**src/rtl/mem_port_arbiter.sv**
```systemverilog
`default_nettype none
// ============================================================================
//  Module      : mem_port_arbiter
//  Description : Shares one synchronous single-port RAM between the
//                instruction-fetch stage and the MEM stage. Grants at most
//                one access per cycle. Read data returns to the owner one
//                cycle later. Data wins ties, but IF is forced through after
//                MAX_D_BURST consecutive data grants.
//  Revision    : 1.0 - initial release
// ============================================================================
module mem_port_arbiter #(
    parameter int ADDR_WIDTH     = 32,
    parameter int DATA_WIDTH     = 32,
    parameter int RAM_ADDR_WIDTH = 21,
    parameter int MAX_D_BURST    = 4
) (
    input  logic                      clk_i,
    input  logic                      rst_i,
    input  logic                      flush_jump_i,
    input  logic                      if_req_i,
    input  logic [ADDR_WIDTH-1:0]     if_addr_i,
    output logic [DATA_WIDTH-1:0]     if_inst_o,
    output logic                      if_valid_o,
    input  logic                      d_req_i,
    input  logic                      d_we_i,
    input  logic [3:0]                d_be_i,
    input  logic [ADDR_WIDTH-1:0]     d_addr_i,
    input  logic [DATA_WIDTH-1:0]     d_wdata_i,
    output logic [DATA_WIDTH-1:0]     d_rdata_o,
    output logic                      d_valid_o,
    output logic                      stallreq_if_o,
    output logic                      stallreq_mem_o,
    output logic                      ram_ce_o,
    output logic                      ram_we_o,
    output logic [3:0]                ram_be_o,
    output logic [RAM_ADDR_WIDTH-1:0] ram_addr_o,
    output logic [DATA_WIDTH-1:0]     ram_wdata_o,
    input  logic [DATA_WIDTH-1:0]     ram_rdata_i
);

    localparam logic [3:0] c_max_burst = 4'(MAX_D_BURST);

    logic                  r_if_issued;
    logic                  r_d_issued;
    logic                  r_resp_valid;
    logic                  r_resp_if;
    logic                  r_resp_we;
    logic [3:0]            r_burst_cnt;
    logic [DATA_WIDTH-1:0] r_if_inst;
    logic [DATA_WIDTH-1:0] r_d_rdata;

    logic w_if_ret;
    logic w_d_ret;
    logic w_if_valid;
    logic w_d_rd_ret;
    logic w_if_cand;
    logic w_d_cand;
    logic w_if_grant;
    logic w_d_grant;

    // Upper address bits are intentionally dropped before the RAM.
    wire w_unused = &{1'b0, if_addr_i[ADDR_WIDTH-1:RAM_ADDR_WIDTH],
                      d_addr_i[ADDR_WIDTH-1:RAM_ADDR_WIDTH]};

    // Response decode; a flush squashes the IF return in the same cycle.
    assign w_if_ret   = r_resp_valid & r_resp_if;
    assign w_d_ret    = r_resp_valid & ~r_resp_if;
    assign w_if_valid = w_if_ret & ~flush_jump_i;
    assign w_d_rd_ret = w_d_ret & ~r_resp_we;

    // Candidates: a returning access clears its issued flag in the same cycle,
    // so back-to-back grants to one requester are possible.
    assign w_if_cand = if_req_i & ~(r_if_issued & ~w_if_ret) & ~flush_jump_i & ~rst_i;
    assign w_d_cand  = d_req_i & ~(r_d_issued & ~w_d_ret) & ~rst_i;

    // Data wins ties unless it has used up its burst allowance.
    assign w_if_grant = w_if_cand & (~w_d_cand | (r_burst_cnt == c_max_burst));
    assign w_d_grant  = w_d_cand & ~w_if_grant;

    // RAM strobes come from the winner; everything is zero when idle.
    always_comb begin
        ram_ce_o    = 1'b0;
        ram_we_o    = 1'b0;
        ram_be_o    = 4'b0000;
        ram_addr_o  = '0;
        ram_wdata_o = '0;
        if (w_d_grant) begin
            ram_ce_o    = 1'b1;
            ram_we_o    = d_we_i;
            ram_be_o    = d_be_i;
            ram_addr_o  = d_addr_i[RAM_ADDR_WIDTH-1:0];
            ram_wdata_o = d_wdata_i;
        end else if (w_if_grant) begin
            ram_ce_o    = 1'b1;
            ram_addr_o  = if_addr_i[RAM_ADDR_WIDTH-1:0];
        end
    end

    // Read data is passed straight through on return and held afterwards.
    assign if_inst_o      = w_if_valid ? ram_rdata_i : r_if_inst;
    assign if_valid_o     = w_if_valid;
    assign d_rdata_o      = w_d_rd_ret ? ram_rdata_i : r_d_rdata;
    assign d_valid_o      = w_d_ret;
    assign stallreq_if_o  = if_req_i & ~if_valid_o;
    assign stallreq_mem_o = d_req_i & ~d_valid_o;

    // Issued flags: set on grant, cleared on return (or flush for IF).
    always_ff @(posedge clk_i or posedge rst_i) begin
        if (rst_i) begin
            r_if_issued <= 1'b0;
            r_d_issued  <= 1'b0;
        end else begin
            if (w_if_grant)
                r_if_issued <= 1'b1;
            else if (w_if_ret || flush_jump_i)
                r_if_issued <= 1'b0;
            if (w_d_grant)
                r_d_issued <= 1'b1;
            else if (w_d_ret)
                r_d_issued <= 1'b0;
        end
    end

    // Count data grants that starved a waiting IF request.
    always_ff @(posedge clk_i or posedge rst_i) begin
        if (rst_i) begin
            r_burst_cnt <= 4'd0;
        end else if (w_if_grant || !if_req_i) begin
            r_burst_cnt <= 4'd0;
        end else if (w_d_grant && w_if_cand && (r_burst_cnt != c_max_burst)) begin
            r_burst_cnt <= r_burst_cnt + 4'd1;
        end
    end

    // Response stage: remember who owns the RAM data arriving next cycle.
    always_ff @(posedge clk_i or posedge rst_i) begin
        if (rst_i) begin
            r_resp_valid <= 1'b0;
            r_resp_if    <= 1'b0;
            r_resp_we    <= 1'b0;
        end else begin
            r_resp_valid <= w_if_grant | w_d_grant;
            r_resp_if    <= w_if_grant;
            r_resp_we    <= w_d_grant & d_we_i;
        end
    end

    // Hold the last returned words so outputs stay stable between returns.
    always_ff @(posedge clk_i or posedge rst_i) begin
        if (rst_i) begin
            r_if_inst <= '0;
            r_d_rdata <= '0;
        end else begin
            if (w_if_valid)
                r_if_inst <= ram_rdata_i;
            if (w_d_rd_ret)
                r_d_rdata <= ram_rdata_i;
        end
    end

endmodule
`default_nettype wire

```
**config.mk**
```make
export PLATFORM = sky130hd
export DESIGN_NAME = mem_port_arbiter
export DESIGN_NICKNAME = d
export VERILOG_FILES = /design/src/rtl/mem_port_arbiter.sv
export SDC_FILE = /design/constraint.sdc
export NUM_CORES = 1
export LEC_CHECK = 0
export CAP_MARGIN = 20
export CORE_MARGIN = 8
export CORE_UTILIZATION = 34
export CTS_BUF_LIST = sky130_fd_sc_hd__clkbuf_8
export DETAILED_ROUTE_END_ITERATION = 10
export PLACE_DENSITY = 0.9
export SLEW_MARGIN = 20
export SYNTH_ARGS = -nofsm -noshare
export SYNTH_HDL_FRONTEND = slang
export SYNTH_SLANG_ARGS = --single-unit
```
**constraint.sdc**
```tcl
create_clock -name clk_i -period 2.6 [get_ports clk_i]
set_clock_uncertainty 0.15 [all_clocks]
set_input_delay 0.26 -clock clk_i [delete_from_list [all_inputs] [get_ports clk_i]]
set_output_delay 0.26 -clock clk_i [all_outputs]
set_load 0.02 [all_outputs]
```
* Word-level counts from Yosys, hierarchy flattened
Cells that the tools add are included.
Storage, ports and cells: bits in registers 73, input bits 138, output and inout bits 127, logic and storage cells 63
Operators by class: $add $sub $neg 1, equal/unequal tests 2, muxes and demuxes 15, bitwise logic cells 29, reductions and logical operators 8
Operators with widths (count):
- $mux 32 | 3
- $mux 21 | 2
- $and 1x1->1 | 16
- $mux 4 | 3
- $not 1->1 | 11
- $mux 1 | 7
- $reduce_bool 2->1 | 3
- $add 4x1->4 const B | 1
- $eq 4x3->1 const B | 1
- $ne 4x3->1 const B | 1
- $logic_and 1x1->1 | 2
- $logic_or 1x1->1 | 2
- $or 1x1->1 | 2
- $logic_not 1->1 | 1

* Logic depth before layout (Yosys ltp)
Gate-level depths: netlist of run 1.
word-level depth 16, mapped depth 7, depth with buffers taken out 6

* Worst setup path after synthesis of run 1
No wires, ideal clock.
kind reg-to-output, from reg r_burst_cnt[0], to out ram_addr_o[10], arrival 1.513 ns, data required time 2.190 ns, slack 0.677 ns, stages on the path, launching flop included 8, path buffers 2, cells stage by stage dfrtp_1 inv_1 ha_1 nand3b_1 o21a_1 buf_6 buf_6 a22o_1
On the way: word-level cells in the longest chain between the ends 6, elaborated cells between the ends (all ways) 7, those cells by class eq/ne: 1; mux: 2; bitwise: 4
Ends and longest elaborated chain:
- start, declared | RTL line 48 | logic [3:0] r_burst_cnt;
- start signal, assigned | RTL line 131 | r_burst_cnt <= r_burst_cnt + 4'd1;
- $eq 4x3->1 * | RTL line 77 | assign w_if_grant = w_if_cand & (~w_d_cand | (r_burst_cnt == c_max_burst));
- $or 1x1->1 * | RTL line 77
- $and 1x1->1 * | RTL line 77
- $not 1->1 | RTL line 78 | assign w_d_grant = w_d_cand & ~w_if_grant;
- $and 1x1->1 | RTL line 78
- $mux 21 * | RTL line 87 | if (w_d_grant) begin
- end, declared | RTL line 36 | output logic [RAM_ADDR_WIDTH-1:0] ram_addr_o,
Every way passes the cells marked *; elsewhere a longest branch is shown, timed or not.

* Final worst setup path of run 1
from in flush_jump_i, to out if_inst_o[17]
On the way: word-level cells in the longest chain between the ends 3
Ends and longest elaborated chain:
- start, declared | RTL line 19 | input logic flush_jump_i,
- $not 1->1 | RTL line 68 | assign w_if_valid = w_if_ret & ~flush_jump_i;
- $and 1x1->1 | RTL line 68
- $mux 32
- end, declared | RTL line 22 | output logic [DATA_WIDTH-1:0] if_inst_o,
Every way passes these cells.

==> qor.yml, run 1 <==
worst_hold_path:
  min_path_type: "flip-flop to flip-flop"
route:
  drt_iter0_drc: 144
  routed_wl_mm: 13.27
  firstDrtPassIters: 4
  drc: 0
  post_drt_wl_per_cell_um: 18.74
  via_count: 3353
  via_per_inst: 4.736
  drtAntennaViolNets: 0
floorplan:
  dieWidth_um: 115.0
  pin_count: 265
  die_area_um2: 13220
  core_um2: 9639
  fp.dieH_um: 115.0
  start_util_pct: 34.57
  row_count: 36
setup_path:
  crit_path_end_kind: "output port"
  critPathMaxFanout: 33
  cp_data_arrival_time_ns: 2.10
  path_class: "input pin to output port"
  crit_required_ns: 2.19
  start_kind: "input pin"
sta:
  tightestPinTransition_ns: 0.6861
  final_max_slew_viol_count: 0
  final-hold-violation-count: 0
  layout_min_cycle_time_ns: 2.508
  setup_viol: 0
  period_share_pct: 96.46
  clock.fmax_ghz: 0.3987
  slew_headroom_pct: 54.19
  setup_ws_ns: 0.09215
  setup_tns_ns: 0
power_and_ir_drop:
  p_switching_uw: 1563
  p_leak_uw: 0.003176
  switching_share_pct: 34.99
  powerDensity_nw_per_um2: 725.0
  ir_drop_uv: 320.4
  p_comb_share_pct: 43.4
  p_int_uw: 2904
  p_clk_share_pct: 22.0
  seqPwrFrac_pct: 34.6
clock_network:
  ctsHoldBuffers: 0
  cts_inserted_buffers: 9
  cts_tree: "built"
  h-tree-depth: 3
  clockBufferDepth: 2
  cts-root-buf: "clkbuf_8"
  clkSlewWorstSetupHoldPaths_ns: 0.07
  insertion_delay_ns: 0.32
  cts.sinks: 73
synth:
  synthCells: 318
  synth.avg_cell_area_um2: 10.48
  async_reset_ff_share_pct: 100.0
  synth_top_cell_area_share_pct: 54.83
  synthDistinctLibCells: 33
  syn_area_um2: 3332
  synth_edf_count: 0
  seq_area_frac_synth_pct: 54.83
  yosysMostFrequentCell: "nand2_1"
  ys.flop_type: "dfrtp_1"
  synth_top_area_cell: "dfrtp_1"
  ys.warnings.count: 0
  yosys-top-cells-area: "dfrtp_1 55%, nand2_1 11%, mux2_2 11%"
  netlist_top_cells_count: "101 x nand2_1, 73 x dfrtp_1, 39 x and2_1"
  synth_fp_nets: 458
  ys_seq_elements: 73
global_route:
  grt_usage_pct: 19.45
  grt_pass1_vias: 3631
  grt_pass1_wl_mm: 19.70
  grt_max_degree: 51
  antenna_found_initial: 0
  grt-ovfl-total: 0
final_layout:
  post-route-util_pct: 63.91
  multiInputGateArea_um2: 1415
  regArea_um2: 1827
  drive_gt1_share_pct: 17.57
  num_antenna_cells: 0
  fin_area_um2: 6161
  nFillCells: 815
  layout.nets: 710
  area_growth_pct: 84.90
job:
  max_cap_violations: 0
placement:
  port_buffers: 242
  place_congestion: 0.8620
  place_area_um2: 5992
  dp_slack_ns: -0.1480
  dpl.hpwl_mm: 10.83
status:
  status: "finished clean"
-- state kept, by name (all words and copies together), names as in the netlist --
register and cells:
r_d_rdata 32, r_if_inst 32, r_burst_cnt 4, r_d_issued 1, r_if_issued 1, r_resp_if 1, r_resp_valid 1, r_resp_we 1
-- through the flow --
stage	total power, uW	instances	hold slack (ns)
after floorplan	2570	318	0.2073
after global placement	3646	690	0.3068
after detailed placement	3725	690	0.3104
after CTS	4559	707	0.3278
after global routing	4706	708	0.3445
final	4467	708	0.3227
-- area by class of cell --
cell class | count | area share, %
timing repair buffer | 259 | 40.68
sequential | 73 | 29.65
multi-input combinational | 222 | 22.97
tap | 133 | 2.701
clock buffer | 10 | 2.234
clock inverter | 6 | 1.462
inverter | 5 | 0.3046
-- cells by family (layout without fill, tap and decap cells) --
logic type	count (synthesis)	in the layout	synth area share [%]
buffers and inverters	23	280	3.229
adders and majority gates	2	2	0.7509
muxes	32	32	10.82
DFF	73	73	54.83
AOI/OAI and AO/OA	34	34	8.600
and+or+nand+nor	154	154	21.78
-- metal layers --
metal,track usage (%),wire length [um]
met1,16.95,4247
met2,38.27,7480
met3,8.351,1200
met4,6.830,339
met5,0,0
-- cell usage in the layout, fill, tap and decap left out, drive strengths merged, types with 2 or more instances in the layout --
master	instances
a21oi	3
a22o	21
and2	39
and3	2
buf	33
bufinv	2
clkbuf	18
clkdlybuf4s15	19
clkdlybuf4s50	134
clkinv	2
dfrtp	73
dlygate4sd2	47
dlymetal6s2s	18
ha	2
inv	6
mux2	32
nand2	101
nand2b	2
nand3b	2
nand4	2
nor2	2
o21ai	2
-- power groups by stage --
stage               Clock (uW)  Sequential [uW]  Combinational, uW
CTS                       1010             1550               2000
global placement             0             1540               2110
floorplan                    0             1530               1040
detailed placement           0             1570               2160
global route              1070             1570               2060
finish                     983             1540               1940
-- final timing paths --
path                                 from       endpoint  slack (ns)  depth (start not counted)
min in group asynchronous           rst_i   r_if_inst[7]        0.37                          3
min reg2reg                  r_if_inst[1]   r_if_inst[1]        0.32                          2
max in group asynchronous           rst_i  r_if_inst[28]        1.28                          4
min                          r_if_inst[1]   r_if_inst[1]        0.32                          2
max reg2reg                r_burst_cnt[0]      r_resp_we        0.82                          7
max                          flush_jump_i  if_inst_o[17]        0.09                          7
-- worst max-delay path, cell delays in order --
cell	delay (ns)
clkdlybuf4s50_1	0.46
nand3b_1	0.25
inv_1	0.13
buf_12	0.19
nand2_1	0.09
nand2_1	0.08
clkdlybuf4s50_1	0.62
-- repair_timing --
action / 4_1_cts / 5_1_grt
pin swaps: 0 / 1
setup buffers: 1 / 0
endpoints found under the setup margin: 82 / 41
gates cloned: 0 / 1
resized for setup: 142 / 42
No activity file was read; power rests on OpenSTA's default activity.
==> run 2: changes to the inputs <==
Clock period 2.6 ns to 2.8 ns, I/O delays scaled along.
==> run 2 against run 1 <==
Against the previous run: cell count is 0.85% lower; total power is 7.5% lower; non-clock buffer count is 6 lower; critical path depth is 2 lower; largest cell class unchanged.
==> qor.yml, run 2 (synthesis gave the netlist of run 1 again) <==
placement:
  dpl.hpwl_mm: 10.65  # -1.7%
  port_buffers: 242  # unchanged
  place_congestion: 0.8302  # -3.7%
  place_inst: 685  # -0.72%
  dp_slack_ns: -0.009924  # +0.1381 ns
setup_path:
  max_stage_delay_ns: 0.57  # -0.05 ns
  path_class: "flip-flop to output port"
  reg2reg_from: "r_burst_cnt[0]"
  r2r_slack_ns: 1.05  # +0.23 ns
  cp_data_arrival_time_ns: 2.25  # +0.15 ns
  critPathMaxFanout: 21  # -36%
  start_kind: "flip-flop"
  worstReg2RegEnd: "r_resp_we"
  worst-path-buf-inv: 2  # -2
  crit_path_end_kind: "output port"
  crit_required_ns: 2.37  # +0.18 ns
  cpLargestDelayFamily: "buffers and inverters"
  crit_path_top_delay_cell: "clkdlybuf4s50_1"
  rr_worst_depth: 6  # -1
  critical_path.cell_chain: "nand2b_4 > nor2_4 > buf_6 > mux2_2 > clkdlybuf4s50_1"
floorplan:
  core_um2: 9639  # unchanged
  die_area_um2: 13220  # unchanged
  fp.dieH_um: 115.0  # unchanged
  row_count: 36  # unchanged
  start_util_pct: 34.57  # unchanged
  pin_count: 265  # unchanged
  dieWidth_um: 115.0  # unchanged
route:
  via_count: 3265  # -2.6%
  drc: 0  # unchanged
  via_per_inst: 4.651  # -1.8%
  firstDrtPassIters: 4  # unchanged
  drt_iter0_drc: 133  # -7.6%
  post_drt_wl_per_cell_um: 18.29  # -2.4%
  drtAntennaViolNets: 0  # unchanged
  routed_wl_mm: 12.84  # -3.2%
global_route:
  grt_max_degree: 60  # +18%
  grt-ovfl-total: 0  # unchanged
  grt_usage_pct: 19.28  # -0.17 points
  antenna_found_initial: 0  # unchanged
  grt_pass1_wl_mm: 19.27  # -2.2%
  grt_pass1_vias: 3472  # -4.4%
clock_network:
  insertion_delay_ns: 0.34  # +0.02 ns
  cts_tree: "built"
  cts.sinks: 73  # unchanged
  clkSlewWorstSetupHoldPaths_ns: 0.07  # about the same
  cts-root-buf: "clkbuf_8"
  cts_inserted_buffers: 9  # unchanged
  clockBufferDepth: 2  # unchanged
  h-tree-depth: 3  # unchanged
final_layout:
  final_cell_count_no_fill: 702  # -0.85%
  drive_gt1_share_pct: 11.95  # -5.6 points
  area_growth_pct: 82.88
  layout.nets: 704  # -0.85%
  layout_commonest_cell: "clkdlybuf4s50_1"
  num_antenna_cells: 0  # unchanged
  nFillCells: 796  # -2.3%
  layout_common_cells: "184 x clkdlybuf4s50_1, 101 x nand2_1, 73 x dfrtp_1, 54 x dlygate4sd2_1, 39 x and2_1"
  reg.largest.list: "r_d_rdata: 32 flops, r_if_inst: 32 flops, r_burst_cnt: 4 flops"
power_and_ir_drop:
  finalPower_uw: 4133  # -7.5%
  ir_drop_uv: 244.3  # -24%
  p_leak_uw: 0.002930  # -7.8%
  powerDensity_nw_per_um2: 678.3  # -6.5%
sta:
  final-hold-violation-count: 0  # unchanged
  period_share_pct: 95.85
  slew_headroom_pct: 55.10  # +0.91 points
  setup_tns_ns: 0  # unchanged
  layout_min_cycle_time_ns: 2.684
  tightestPinTransition_ns: 0.6725  # -0.01360 ns
  rsz0062_at_grt: "no"
  final_max_slew_viol_count: 0  # unchanged
  setup_ws_ns: 0.1161  # +0.02399 ns
  setup_viol: 0  # unchanged
  clock.fmax_ghz: 0.3726
status:
  status: "finished clean"
worst_hold_path:
  min_path_type: "input pin to async pin"
job:
  max_cap_violations: 0  # unchanged
## run 2: changes by cell type in the layout (fill, tap and decap cells not counted), sizes merged
cell	delta
buf	-19
bufinv	-2
clkbuf	-5
clkdlybuf4s15	-18
clkdlybuf4s50	+50
clkinvlp	-1
dlygate4sd2	+7
dlymetal6s2s	-18
## run 2: final cells by class
type                       count  area [um^2]  share of cell area, %
timing repair buffer         253         2484                  40.76
multi-input combinational    222         1405                  23.06
clock buffer                  13        178.9                  2.936
tap                          133        166.4                  2.731
sequential                    73         1827                  29.98
clock inverter                 3        13.76                 0.2259
inverter                       5        18.77                 0.3080
## run 2: report_power, final
part / internal [uW] / switching [uW] / total, uW
logic: 951 / 974 / 1920
registers: 1340 / 86.5 / 1430
clock network: 413 / 364 / 777
## run 2: worst reg2reg max path, delay by kind of cell (launching register included)
kind	cells	cell delay, ns
flip-flops	1	0.41
adder cells (fa/ha/maj)	1	0.17
AND/OR/NAND/NOR	2	0.38
buffers and inverters	2	0.28
AO/OA/AOI/OAI	1	0.26
## run 2: worst max-delay path by stage
stage	startpoint	endpoint	slack, ns	cells after the start
2_1_floorplan	rst_i	r_burst_cnt[0]	0.52	1
3_3_place_gp	rst_i	ram_wdata_o[20]	0.04	7
3_5_place_dp	rst_i	ram_wdata_o[20]	-0.01	7
4_1_cts	r_resp_if	d_rdata_o[16]	0.002	5
5_1_grt	r_burst_cnt[0]	ram_we_o	0.01	7
6_report	r_resp_if	d_rdata_o[28]	0.12	5
## run 2: metal layers
layer,global-route usage (%),routed length [um],share of wire [%],vias to the layer above
li1,-,-,-,1548
met1,17.65,4218,33,1553
met2,36.94,7134,56,147
met3,8.351,1224,9.5,17
met4,6.567,264,2.1,0
met5,0,0,0,-
## run 2: through the flow
step	util, %	hold WS, ns	instance area (um^2)
after detailed placement	61.80	0.3074	5957
after global placement	61.80	0.3039	5957
after CTS	63.08	0.2523	6081
after floorplan	-	0.2273	3332
after global routing	63.21	0.2879	6093
final	63.21	0.2429	6093
## run 2: timing repair
item                                    CTS  global route
hold buffers                              0             0
setup buffers                             0             1
gates cloned                              0             0
endpoints found under the setup margin   55            23
pin swaps                                 0             0
gates resized for setup                  55             2
